==> src/rtl/pim_pkg.sv <==
// Shared definitions for the PIM controller: FSM states, window offsets and
// the onehot macro-select decode used by the address decoder.
package pim_pkg;

    typedef enum logic [2:0] {
        StIdle,
        StWload,
        StAload,
        StCompute,
        StDone
    } pim_state_e;

    // Offsets inside the PIM window (relative to BASE_ADDR)
    localparam logic [7:0] STATUS_OFS = 8'h10;
    localparam logic [7:0] RESULT_OFS = 8'h20;
    localparam logic [7:0] WEIGHT_OFS = 8'h40;
    localparam logic [7:0] ACT_OFS    = 8'h80;

    typedef struct packed {
        logic       legal;
        logic [1:0] idx;
    } sel_dec_t;

    // Onehot nibble -> macro index; legal only for a single set bit that
    // addresses an instantiated macro.
    function automatic sel_dec_t decode_sel(input logic [3:0] onehot,
                                            input int unsigned num_macro);
        sel_dec_t res;
        res.legal = 1'b1;
        res.idx   = 2'd0;
        case (onehot)
            4'b0001: res.idx = 2'd0;
            4'b0010: res.idx = 2'd1;
            4'b0100: res.idx = 2'd2;
            4'b1000: res.idx = 2'd3;
            default: res.legal = 1'b0;
        endcase
        if ({30'd0, res.idx} >= num_macro) begin
            res.legal = 1'b0;
        end
        return res;
    endfunction

endpackage

==> src/rtl/pim_sel_decode.sv <==
// Macro-select decoder: onehot address nibble to macro index plus an illegal
// flag, limited to the number of macros actually present.
module pim_sel_decode
    import pim_pkg::*;
#(
    parameter int unsigned NUM_MACRO = 4
) (
    input  logic [3:0] onehot,
    output logic [1:0] sel,
    output logic       illegal
);

    sel_dec_t dec;

    // Pure combinational decode through the shared package function
    always_comb begin
        dec     = decode_sel(onehot, NUM_MACRO);
        sel     = dec.idx;
        illegal = ~dec.legal;
    end

endmodule

==> src/rtl/pim_controller_mc.sv <==
// Multi-macro PIM controller. Turns bus accesses inside the PIM window into
// weight-row, activation-group, compute and result-buffer strobes.
// Optional completion interrupt built only when PIM_IRQ_EN is defined;
// otherwise o_irq is tied low.
module pim_controller_mc
    import pim_pkg::*;
#(
    parameter int unsigned NUM_MACRO   = 4,
    parameter int unsigned WL_DEPTH    = 288,
    parameter int unsigned WGT_BEATS   = 16,
    parameter int unsigned ACT_BEATS   = 9,
    parameter int unsigned COMPUTE_LAT = 8,
    parameter logic [31:0] BASE_ADDR   = 32'h4000_0000
) (
    input  logic                        i_clk,
    input  logic                        i_rst_n,
    input  logic [31:0]                 i_address,
    input  logic                        i_req,
    output logic                        o_weight_in_en,
    output logic                        o_weight_out_en,
    output logic [$clog2(WL_DEPTH)-1:0] o_WL_address,
    output logic                        o_activation_in_en,
    output logic                        o_activation_out_en,
    output logic [1:0]                  o_sel,
    output logic                        o_result_in_en,
    output logic                        o_result_out_en,
    output logic                        o_result_buffer_busy,
    output logic [7:0]                  o_counter,
    output logic                        o_busy,
    output logic                        o_valid,
    output logic                        o_pim_status_read,
    output logic                        o_err,
    output logic                        o_irq
);

    localparam int unsigned     WL_W     = $clog2(WL_DEPTH);
    localparam logic [WL_W-1:0] WL_LAST  = WL_W'(WL_DEPTH - 1);
    localparam logic [7:0]      WGT_LAST = 8'(WGT_BEATS - 1);
    localparam logic [7:0]      ACT_LAST = 8'(ACT_BEATS - 1);
    localparam logic [7:0]      LAT_LAST = 8'(COMPUTE_LAT - 1);

    pim_state_e      state_q, state_d;
    logic [7:0]      cnt_q, cnt_d;
    logic [WL_W-1:0] wl_q, wl_d;
    logic [1:0]      sel_q, sel_d;
    logic            valid_q, err_q, result_out_q, status_rd_q;

    logic [31:0] offset;
    logic        in_low;
    logic        status_acc, result_acc, wgt_acc, act_acc;
    logic [1:0]  dec_sel;
    logic        dec_illegal;
    logic        wgt_ok, act_ok, bad;
    logic        result_rd, result_rd_last;
    logic        fsm_err, err_event;
    logic        weight_in_en, weight_out_en, act_in_en, act_out_en, result_in_en;

    assign offset     = i_address - BASE_ADDR;
    assign in_low     = (offset[31:8] == 24'h0);
    assign status_acc = i_req && in_low && (offset[7:0] == STATUS_OFS);
    assign result_acc = i_req && in_low && (offset[7:4] == RESULT_OFS[7:4]);
    assign wgt_acc    = i_req && in_low && (offset[7:4] == WEIGHT_OFS[7:4]);
    assign act_acc    = i_req && in_low && (offset[7:4] == ACT_OFS[7:4]);

    pim_sel_decode #(
        .NUM_MACRO (NUM_MACRO)
    ) u_sel_decode (
        .onehot  (offset[3:0]),
        .sel     (dec_sel),
        .illegal (dec_illegal)
    );

    assign wgt_ok = wgt_acc & ~dec_illegal;
    assign act_ok = act_acc & ~dec_illegal;
    assign bad    = (wgt_acc | act_acc) & dec_illegal;

    // Reads only count while a result is held, so a read coinciding with the
    // capture strobe is ignored.
    assign result_rd      = result_acc & valid_q;
    assign result_rd_last = result_rd & (offset[3:0] == 4'hF);

    // Next-state, counters and same-cycle strobes
    always_comb begin
        state_d       = state_q;
        cnt_d         = cnt_q;
        wl_d          = wl_q;
        sel_d         = sel_q;
        fsm_err       = 1'b0;
        weight_in_en  = 1'b0;
        weight_out_en = 1'b0;
        act_in_en     = 1'b0;
        act_out_en    = 1'b0;
        result_in_en  = 1'b0;
        case (state_q)
            StIdle, StDone, StWload: begin
                if (wgt_ok) begin
                    weight_in_en = 1'b1;
                    sel_d        = dec_sel;
                    state_d      = StWload;
                    if (cnt_q == WGT_LAST) begin
                        weight_out_en = 1'b1;
                        cnt_d         = 8'd0;
                        wl_d          = (wl_q == WL_LAST) ? '0 : wl_q + WL_W'(1);
                    end else begin
                        cnt_d = cnt_q + 8'd1;
                    end
                end else if (act_ok && state_q != StWload) begin
                    act_in_en = 1'b1;
                    sel_d     = dec_sel;
                    state_d   = StAload;
                    if (cnt_q == ACT_LAST) begin
                        act_out_en = 1'b1;
                        cnt_d      = 8'd0;
                    end else begin
                        cnt_d = cnt_q + 8'd1;
                    end
                end else if (bad) begin
                    // illegal write dropped, state held
                end else if (state_q == StWload) begin
                    state_d = StIdle;
                    cnt_d   = 8'd0;
                    wl_d    = '0;
                end else if (state_q == StDone && result_rd_last) begin
                    state_d = StIdle;
                end
            end
            StAload: begin
                if (act_ok) begin
                    act_in_en = 1'b1;
                    sel_d     = dec_sel;
                    if (cnt_q == ACT_LAST) begin
                        act_out_en = 1'b1;
                        cnt_d      = 8'd0;
                    end else begin
                        cnt_d = cnt_q + 8'd1;
                    end
                end else if (bad) begin
                    // illegal write dropped, state held
                end else if (wgt_ok) begin
                    fsm_err = 1'b1;
                end else if (cnt_q == 8'd0) begin
                    state_d = StCompute;
                end else begin
                    // partial activation group: abandon without computing
                    fsm_err = 1'b1;
                    state_d = StIdle;
                    cnt_d   = 8'd0;
                end
            end
            StCompute: begin
                if (wgt_ok) begin
                    fsm_err = 1'b1;
                end
                if (cnt_q == LAT_LAST) begin
                    result_in_en = 1'b1;
                    cnt_d        = 8'd0;
                    state_d      = StDone;
                end else begin
                    cnt_d = cnt_q + 8'd1;
                end
            end
            default: begin
                state_d = StIdle;
                cnt_d   = 8'd0;
                wl_d    = '0;
            end
        endcase
    end

    assign err_event = bad | fsm_err;

    // State, counters, select and the registered status/result handshakes
    always_ff @(posedge i_clk or negedge i_rst_n) begin
        if (!i_rst_n) begin
            state_q      <= StIdle;
            cnt_q        <= 8'd0;
            wl_q         <= '0;
            sel_q        <= 2'd0;
            valid_q      <= 1'b0;
            err_q        <= 1'b0;
            result_out_q <= 1'b0;
            status_rd_q  <= 1'b0;
        end else begin
            state_q      <= state_d;
            cnt_q        <= cnt_d;
            wl_q         <= wl_d;
            sel_q        <= sel_d;
            result_out_q <= result_rd;
            status_rd_q  <= status_acc;
            if (result_in_en) begin
                valid_q <= 1'b1;
            end else if (result_rd_last) begin
                valid_q <= 1'b0;
            end
            // a new error outranks the clear from a status read
            if (err_event) begin
                err_q <= 1'b1;
            end else if (status_acc) begin
                err_q <= 1'b0;
            end
        end
    end

`ifdef PIM_IRQ_EN
    logic irq_q;

    // Completion interrupt: set with the result capture, cleared by a status
    // read or the final result word read. irq_q doubles as status bit 0.
    always_ff @(posedge i_clk or negedge i_rst_n) begin
        if (!i_rst_n) begin
            irq_q <= 1'b0;
        end else if (result_in_en) begin
            irq_q <= 1'b1;
        end else if (status_acc || result_rd_last) begin
            irq_q <= 1'b0;
        end
    end

    assign o_irq = irq_q;
`else
    assign o_irq = 1'b0;
`endif

    assign o_weight_in_en       = weight_in_en;
    assign o_weight_out_en      = weight_out_en;
    assign o_WL_address         = wl_q;
    assign o_activation_in_en   = act_in_en;
    assign o_activation_out_en  = act_out_en;
    assign o_sel                = sel_q;
    assign o_result_in_en       = result_in_en;
    assign o_result_out_en      = result_out_q;
    assign o_result_buffer_busy = valid_q | result_in_en | result_acc;
    assign o_counter            = cnt_q;
    assign o_busy               = (state_q != StIdle && state_q != StDone) ||
                                  result_rd || result_out_q;
    assign o_valid              = valid_q;
    assign o_pim_status_read    = status_rd_q;
    assign o_err                = err_q;

endmodule

==> config.mk <==
export PLATFORM = sky130hd
export DESIGN_NAME = pim_controller_mc
export DESIGN_NICKNAME = d
export VERILOG_FILES = /design/src/rtl/pim_pkg.sv /design/src/rtl/pim_sel_decode.sv /design/src/rtl/pim_controller_mc.sv
export SDC_FILE = /design/constraint.sdc
export NUM_CORES = 1
export LEC_CHECK = 0
export CORE_ASPECT_RATIO = 0.6
export CORE_MARGIN = 2
export CORE_UTILIZATION = 45
export DETAILED_ROUTE_END_ITERATION = 12
export PLACE_DENSITY = 0.8
export SLEW_MARGIN = 15
export SYNTH_ARGS = -nofsm -noshare
export SYNTH_HDL_FRONTEND = slang
export SYNTH_SLANG_ARGS = --single-unit
==> constraint.sdc <==
create_clock -name i_clk -period 3 [get_ports i_clk]
set_input_delay 0.6 -clock i_clk [delete_from_list [all_inputs] [get_ports i_clk]]
set_output_delay 0.6 -clock i_clk [all_outputs]
set_load 0.02 [all_outputs]
==> impl_results.md <==
* Status: complete, no violations
* Worst r2r dst: o_counter[3]$_DFFE_PN0P_
* Synth-to-Final Area Change at 59.6%
* Largest net degree at the start of global routing at 27
* Most common flop cell mapped by yosys: dfrtp_1
* First-pass GRT wire length at 8930 um
* Hold Path End: o_sel[0]$_DFFE_PN0P_
* # clock sinks at 26
* Clock Latency Late Sink at 0.28 ns
* Worst vdd ir at 0.162 mV
* Net count, final at 357
* DRC Markers at 0
* Starting DRT DRC Count at 147
* Sequential share of the synthesized area at 35.1%
* Cell variety after synth at 52
* Count of final hold-check violations at 0
* Maxcap violations at 0
* DP Wirelength at 4290 um
* Clock-pin slew on the worst setup and hold paths at 0.10 ns
* Final setup fails at 0
* Fmax at 336 MHz
* I/O Pins at 66
* Final Worst Setup Slack at 0.0263 ns
* Mapped Avg Cell Area at 8.27 um^2
* Mapped cell area at 1850 um^2
* Fin area at 2960 um^2
* Syn Inst Count at 224
* Die Y at 53.7 um
* Number of synthesized flops with an enable pin at 0
* Vias in the first global route at 1892
* Clock buffer depth at 2
* Syn nets at 262
* Ys Warns at 0
* DRT Wirelength at 5830 um
* Total CTS buffers at 3
* FP Rows at 18
* Total number of vias at 2200
* Routability cong. at 0.951
* Floorplan core area at 4030 um^2
* Root buffer cell: clkbuf_8
* Total gr overflow at 0
* Cell Pwr Density at 253 nW/um^2
* Reg2reg path depth at 8
* CP Capture Type: primary output
* Pre-CTS WS at -0.533 ns
* Leak at 1.41 nW
* Critical Path RT at 2.40 ns
* Final period util at 99.1%
* Layout cells sized above 1 at 22.3%
* R2R setup slack at 0.62 ns
* FF+latch count, synth at 26
* Initial Util at 46.0%
* Dpl cell area at 2760 um^2
* Hold/Removal Path Class: register to register
* Tightest Pin Transition at 0.591 ns
* Hold Path Origin: o_sel[0]$_DFFE_PN0P_
* Unrepaired setup endpoints after global routing: true
* Initial DRT Pass Iterations at 5
* Port bufs at 64
* Worst Skew at 0.00800 ns
* Initial antenna violation count at 0
* N_diodes at 0
* Post-CTS Hold Buffers at 0
* DIE WIDTH at 86.8 um
* Post-DRT Antenna Nets at 0
* Fin crit period at 2.97 ns
* Routed vias/inst at 5.98
* Slew Limit Fails at 0
* Startpoint Class: primary input
* Final hold slack at 0.499 ns
* RR Startpoint: o_counter[5]$_DFFE_PN0P_
* Worst slew margin at 60.5%
* Avg WL per Cell at 15.8 um
* WHS Path Cells at 1
* Critical path type: primary input to primary output
* CTS tree: yes
* Post-synth ARST share at 100%
* Die area at 4660 um^2
* GRT Overall Usage at 24.8%
* Worst Path Arrival at 2.37 ns
* CTS H-tree depth at 1
* Crit-path max FO at 3
[power by group]
part	internal [mW]	total (mW)	switching, mW
Sequential	0.350	0.350	0.0000000118
Combinational	0.0609	0.100	0.0395
Clock	0.179	0.299	0.120
Total	0.590	0.749	0.159
[cell families (layout without fill, tap and decap cells)]
family | count (synthesis) | in the layout | synth area share, %
other cells | 1 | 1 | 0.202
buf+inv | 19 | 113 | 4.19
compound gates | 49 | 49 | 18.8
flops | 26 | 26 | 35.1
fa+ha+maj | 3 | 3 | 2.03
xor+xnor | 2 | 2 | 0.945
mux | 5 | 5 | 2.84
simple gates | 119 | 119 | 35.9
[how the worst max path moves through the flow]
stage | from | to | slack, ns | depth (start not counted)
global placement | i_address[29] | o_activation_out_en | -0.44 | 8
CTS | i_address[28] | o_activation_out_en | -0.13 | 8
finish | i_address[30] | o_weight_out_en | 0.03 | 8
global route | i_address[30] | o_WL_address[8]$_DFFE_PN0P_ | -0.03 | 10
detailed placement | i_address[29] | o_activation_out_en | -0.53 | 8
floorplan | i_address[12] | o_activation_out_en | 0.002 | 6
[metal layers]
layer	up-vias	global-route usage [%]	share of wire, %
met5	-	0	0
met1	1053	34.3	45
met4	0	4.95	0.81
li1	1028	-	-
met2	107	39.3	46
met3	12	7.21	8.4
[per-stage QoR]
step,util (%),setup TNS [ns],std cells,power (mW)
after detailed placement,68.5,-6.90,361,0.452
after global routing,73.3,-0.190,368,0.776
after CTS,71.0,-0.135,367,0.743
final,73.3,0,368,0.749
after global placement,68.5,-5.19,361,0.450
after floorplan,-,0,224,0.375
[sequential cells by signal, summed over array words and instances, names as in the netlist]
name,cells
o_WL_address,9
o_pim_status_read,1
o_err,1
o_valid,1
o_sel,2
o_result_out_en,1
state_q,3
o_counter,8
[worst max-delay path: stages]
cell and delay (ns):
clkdlybuf4s50_1 0.47, nor4b_4 0.24, nand4_1 0.21, buf_4 0.19, and4bb_1 0.33, nand2_2 0.09
nor2_1 0.11, buf_4 0.15
[cell usage in the layout (no fill, tap or decap), drive strengths merged, types with 10 or more instances in the layout]
master,synthesis,layout
clkdlybuf4s50,0,48
buf,3,41
dfrtp,26,26
nor2,24,24
nand2,18,18
o21ai,17,17
nand3,14,14
and3,10,10
nor2b,10,10
nor3,10,10
[synthesized netlist by cell type, drive strengths merged, types with 6 or more instances]
master | number | area, um^2
and3 | 10 | 62.6
nor4b | 6 | 65.1
inv | 9 | 33.8
nor3 | 10 | 50.1
nor2 | 24 | 90.1
clkbuf | 7 | 26.3
a211o | 7 | 62.6
dfrtp | 26 | 651
nand3 | 14 | 70.1
nor4 | 7 | 50.1
o21ai | 17 | 85.1
nor2b | 10 | 62.6
nand2 | 18 | 67.6
[repair_timing]
item                                    in CTS  in global routing
pin swaps                                    6                 14
resized for setup                           29                 29
endpoints found under the setup margin      16                 21
setup buffers                                2                  2
[layout make-up]
cell class                 instances  area, um^2
tap                               50        62.6
fill                             310        1070
multi-input combinational        179        1230
sequential                        26         651
clock buffer                       3        41.3
inverter                           9        33.8
timing repair buffer             100         908
clock inverter                     1        30.0
Power figures use the tool's default switching activity.
